## src/rtl/stack_unit.sv

```systemverilog
// stack_unit: parametrised LIFO operand stack with live TOS/NOS outputs and error flags.
// Define STACK_ERR_STICKY_EN to make overflow/underflow sticky until err_clr.
module stack_unit #(
  parameter int WIDTH = 8,
  parameter int DEPTH = 16,
  localparam int CW = $clog2(DEPTH + 1)
) (
  input  logic             clk,
  input  logic             rst,
  input  logic             push,
  input  logic             pop,
  input  logic             swap,
  input  logic [WIDTH-1:0] din,
  input  logic             err_clr,
  output logic [WIDTH-1:0] tos,
  output logic [WIDTH-1:0] nos,
  output logic [CW-1:0]    count,
  output logic             empty,
  output logic             full,
  output logic             overflow,
  output logic             underflow
);
  localparam int AW = $clog2(DEPTH);
  logic [WIDTH-1:0] mem [DEPTH];
  logic [AW-1:0] top, below;
  logic do_rep, do_push, do_pop, do_swap, ovf_ev, unf_ev, swap_only;
  always_comb begin
    top       = AW'(count - CW'(1));
    below     = AW'(count - CW'(2));
    empty     = count == '0;
    full      = count == CW'(DEPTH);
    tos       = empty ? '0 : mem[top];
    nos       = count < CW'(2) ? '0 : mem[below];
    swap_only = swap & ~push & ~pop;
    do_rep    = push & pop & ~empty;
    do_push   = push & ~do_rep & ~full;
    do_pop    = pop & ~push & ~empty;
    do_swap   = swap_only & (count >= CW'(2));
    ovf_ev    = push & ~pop & full;
    unf_ev    = (pop & ~push & empty) | (swap_only & (count < CW'(2)));
  end
  // Array is deliberately left unreset; outputs are masked by count instead.
  always_ff @(posedge clk) begin
    if (do_rep) mem[top] <= din;
    else if (do_push) mem[AW'(count)] <= din;
    else if (do_swap) begin
      mem[top]   <= mem[below];
      mem[below] <= mem[top];
    end
  end
  always_ff @(posedge clk or negedge rst) begin
    if (!rst) begin
      count     <= '0;
      overflow  <= 1'b0;
      underflow <= 1'b0;
    end else begin
      if (do_push) count <= count + CW'(1);
      else if (do_pop) count <= count - CW'(1);
`ifdef STACK_ERR_STICKY_EN
      overflow  <= err_clr ? 1'b0 : (overflow | ovf_ev);
      underflow <= err_clr ? 1'b0 : (underflow | unf_ev);
`else
      overflow  <= ovf_ev;
      underflow <= unf_ev;
`endif
    end
  end
endmodule

```

## config.mk

```make
export PLATFORM = sky130hd
export DESIGN_NAME = stack_unit
export DESIGN_NICKNAME = d
export VERILOG_FILES = /design/src/rtl/stack_unit.sv
export SDC_FILE = /design/constraint.sdc
export NUM_CORES = 1
export LEC_CHECK = 0
export ABC_AREA = 1
export CORE_MARGIN = 1.5
export CORE_UTILIZATION = 50
export CTS_BUF_LIST = sky130_fd_sc_hd__clkbuf_2
export DETAILED_ROUTE_END_ITERATION = 10
export HOLD_SLACK_MARGIN = 0.03
export PLACE_DENSITY_LB_ADDON = 0.1
export SYNTH_ARGS = -nofsm -noshare
export SYNTH_HDL_FRONTEND = slang
export SYNTH_SLANG_ARGS = --single-unit
```

## constraint.sdc

```tcl
create_clock -name clk -period 3 [get_ports clk]
set_input_delay 0.3 -clock clk [delete_from_list [all_inputs] [get_ports clk]]
set_output_delay 0.3 -clock clk [all_outputs]
set_load 0.03 [all_outputs]
```

=== Word-level counts from Yosys, hierarchy flattened ===
Memory sizes are Yosys's and may differ from the RTL's.
Index checks and enable logic that the tools add are counted.

* Memories: 1
* RAM bits: 128
* Bits in registers: 7
* Input port bits: 14

{| class="wikitable"
|+ Memory list
! memory !! depth !! width !! rd ports !! clocked after Yosys merged registers in !! write ports !! line !! RTL
|-
| mem || 16 || 8 || 2 || 0 || 2 || 24 || <nowiki>logic [WIDTH-1:0] mem [DEPTH];</nowiki>
|}

* $add $sub $neg: 3
* Reductions and logical operators: 3
* $lt $le $gt $ge: 2
* Equal/unequal tests: 1
* Bitwise logic cells: 20
* Muxes and demuxes: 17

{| class="wikitable"
|+ Operator list
! cell !! number
|-
| two-way mux 8 bit || 4
|-
| bitwise AND 1 bit || 13
|-
| two-way mux 1 bit || 10
|-
| two-way mux 5 bit || 2
|-
| OR reduction 8 bit || 1
|-
| adder 5 x 1 -> 5 bit (second input constant) || 1
|-
| equality test 5 bit (second input constant) || 1
|-
| >= comparator 5 x 2 -> 1 bit (second input constant) || 1
|-
| logical NOT 5 bit || 1
|-
| less-than comparator 5 x 2 -> 1 bit (second input constant) || 1
|-
| inverter 1 bit || 5
|-
| subtractor 5 x 1 -> 5 bit (second input constant) || 1
|-
| two-way mux 4 bit || 1
|-
| subtractor 4 x 2 -> 4 bit (second input constant) || 1
|-
| OR 1 bit || 2
|-
| nonzero test 2 bit || 1
|}

=== Logic depth before layout (Yosys ltp) ===
* Depth in word-level cells: 11
* Gate-level depth with buffers: 16

=== Worst setup path before layout ===
Ideal clock, no wire load.

* Path kind: reg2reg
* From: register count[1]
* To: memory mem[10][0], enable pin
* Data arrival time: 3.052 ns
* Slack: -0.436 ns
* Buffers on the path: 4
* Cell stages (with the launch flop): 12
* Clock period less this slack: 3.436 ns
* Required time: 2.616 ns
* Cells stage by stage: dfrtp_1 -> buf_2 -> inv_2 -> clkbuf_1 -> ha_1 -> buf_2 -> inv_1 -> buf_1 -> nand2_1 -> o21ai_0 -> nand3_1 -> o21ai_0

{| class="wikitable"
|+ RTL lines
! element !! line !! RTL
|-
| from (decl) || 17 || <nowiki>output logic [CW-1:0] count,</nowiki>
|-
| from (signal assigned) || 57 || <nowiki>if (do_push) count <= count + CW'(1);</nowiki>
|-
| from (signal assigned) || 58 || <nowiki>else if (do_pop) count <= count - CW'(1);</nowiki>
|-
| to (decl) || 24 ||
|}

=== Worst setup path in the final report ===
* From: register count[0]
* To: output tos[6]

* Longest elaborated chain between the ends: 3
* Elaborated cells on any way between the ends: 4
* Classes of those cells: add/sub (1); mux (1); reduce/logical (1); memory (1)

{| class="wikitable"
|+ Ends and longest elaborated chain
! element !! line !! RTL
|-
| subtractor 5 x 1 -> 5 bit || n/a ||
|-
| memory read (16 x 8 bit) || n/a ||
|-
| two-way mux 8 bit * || 32 || <nowiki>tos = empty ? '0 : mem[top];</nowiki>
|-
| to (decl) || 15 || <nowiki>output logic [WIDTH-1:0] tos,</nowiki>
|}

Every way passes the cells marked *; elsewhere a longest branch is shown, timed or not.

==> results.cfg <==
[routing]
ant_nets = 0
drc = 0
num_vias = 10305
drt_iter0_markers = 1657
drtPass1Iterations = 6
totalWireLength_um = 37500
wl_per_cell_um = 21.2
viasPerCell = 5.81

[synthesis]
ys_types = 33
synth_edf_count = 128
syn_nets = 1418
async_flop_share_pct = 5.19
yosysTopAreaCellShare_pct = 39.1
netlist_area_um2 = 9830
synth-seq-area-share_pct = 40.9
yosys.area.top_type = edfxtp_1
synth_area_leaders = edfxtp_1 39%, nand2_1 20%, nand3_1 13%
syn_area_per_cell_um2 = 7.04
netlist_instances = 1396
yosysWarnings = 0
ys_seq_elements = 135
synth_flop_cell = edfxtp_1

[clock_network]
cts-root-buf = clkbuf_2
cts_max_level = 4
cts_buffer_depth = 2
clkSinkCount = 135
clock_latency_ns = 0.78
clkTransAtPathRegs_ns = 0.21
cts_tree = done
numCtsBuffers = 17

[floorplanning]
rows = 51
die_width_um = 143
core-area_um2 = 19400
die-area_um2 = 20500
boundaryPins = 39
start_util_pct = 50.7
die_h_um = 143

[run]
max_cap_viol_count = 0

[placement]
gp_congestion = 0.959
placed_area_um2 = 10900
port_buffers = 37
hpwlAfterDp_um = 23700

[layout]
final_cell_mix = 510 x nand2_1, 238 x nand3_1, 136 x inv_1, 128 x edfxtp_1, 93 x buf_4
filler_cell_count = 1785
layout_commonest_cell = nand2_1
final_area_um2 = 12100
drive_gt1_share_pct = 19.8
fin_util_pct = 62.2
nNetsFinal = 1517
area_growth_pct = 22.8

[run_status]
outcome = complete, but fails checks
violations = setup timing

[timing]
max-slew-margin-rel_pct = 62.2
layout_setup_ws_ns = -0.219
drv_slew = 0
worst-slew-pin-transition_ns = 0.566
fin_crit_ns = 3.22
fin_skew_ns = 0.0277
fmax_mhz = 311
grt_setup_unrepaired = true
period_share_pct = 107
setup_viol = 9
finalSetupTns_ns = -1.35
hold_viol = 0

[min_path]
hp-class = in2reg

[setup_path]
cp_top_family = buffers and inverters
cp_data_required_time_ns = 2.70
crit_type = reg2out
path_cells = inv_8 > ha_4 > buf_8 > inv_1 > buf_6 > a21oi_1 > o21ai_1 > nand3_1 > nand3_2 > a21oi_2 > buf_4 > buf_12
worst_setup_path_end_kind = output pin
worst_path_max_delay_cell = dfrtp_4
worstPathArrival_ns = 2.92
path_buf_inv = 6
reg2reg_slack_ns = 0.15
crit_fanout = 10
start_kind = flip-flop
cpPeakStageDelay_ns = 0.58

[global_routing]
antenna_found_initial = 2
grt_start_max_net_pins = 83
grt_pass1_wl_um = 52800
grt_pass1_vias = 8955
track_usage_pct = 35.6
grt_overflow = 0
[kinds of logic after synthesis]
logic type	synth area share, %
simple gates	38.9
buf+inv	10.6
compound gates	7.88
flops	40.9
fa+ha+maj	1.02
xor+xnor	0.687
[metrics by stage]
stage / cells / setup slack [ns] / hold WS [ns]
floorplan: 1396 / -0.0327 / 0.00441
global placement: 1698 / 0.175 / 0.585
detailed placement: 1698 / 0.131 / 0.592
CTS: 1757 / -0.166 / 0.145
global route: 1774 / -0.319 / 0.126
finish: 1774 / -0.219 / 0.131
[final cells by class]
type | instances | area, um2 | area share, %
diodes | 2 | 5.00 | 0.0415
repair buffers | 158 | 1700 | 14.1
inverters | 166 | 644 | 5.34
well taps | 265 | 332 | 2.75
clock inverters | 13 | 204 | 1.69
multi-input cells | 1017 | 5070 | 42.0
flip-flops and latches | 135 | 4020 | 33.3
clock buffers | 18 | 90.1 | 0.747
[repair_timing]
action                                  4_1_cts  5_1_grt
hold buffers                                  1        0
gates resized for setup                      61       56
endpoints found under the setup margin       17       41
gates cloned                                  4        4
endpoints found under the hold margin         7        0
buffers inserted                             23       11
pin swaps                                    14       28
[sequential cells by signal, indices dropped and copies added, names as in the netlist]
name       flops
count          5
underflow      1
mem          128
overflow       1
[cells in the mapped netlist, types with 2 or more instances]
master	n
a21oi_1	64
buf_1	6
buf_2	45
buf_4	12
clkbuf_1	15
clkinv_1	3
dfrtp_1	7
edfxtp_1	128
ha_1	8
inv_1	138
inv_2	25
nand2_1	522
nand2_2	22
nand2_8	2
nand3_1	254
nor2_1	25
nor2_2	3
nor2_4	8
nor2_8	8
o211ai_1	8
o21ai_0	58
o21ai_1	14
o221ai_1	2
or2_1	7
xor2_1	4
[worst reg2reg max path, delay by kind of cell (launching register included)]
family / cells / cell delay, ns
DFF: 1 / 0.58
and+or+nand+nor: 4 / 0.65
adders and majority gates: 1 / 0.20
AOI/OAI and AO/OA: 1 / 0.19
buffers and inverters: 5 / 0.91
[worst paths after layout]
kind,startpoint,depth (start not counted),end
setup / recovery,count[0],12,tos[6]
hold / removal,swap,3,underflow
setup reg to reg,count[0],11,mem[3][1]
hold reg to reg,count[4],1,underflow
max in group asynchronous,rst,2,count[0]
min in group asynchronous,rst,2,underflow
[routing by layer]
metal | share of wire, % | routed length (um) | GRT usage (%) | vias up
li1 | - | - | - | 4734
met1 | 39 | 14500 | 49.8 | 4648
met4 | 5.5 | 2060 | 17.3 | 0
met2 | 42 | 15600 | 51.3 | 776
met5 | 0 | 0 | 0 | -
met3 | 14 | 5380 | 8.92 | 147
Power is not shown: default switching activity piles up to over one toggle a cycle in this logic, so the estimate is an artifact.
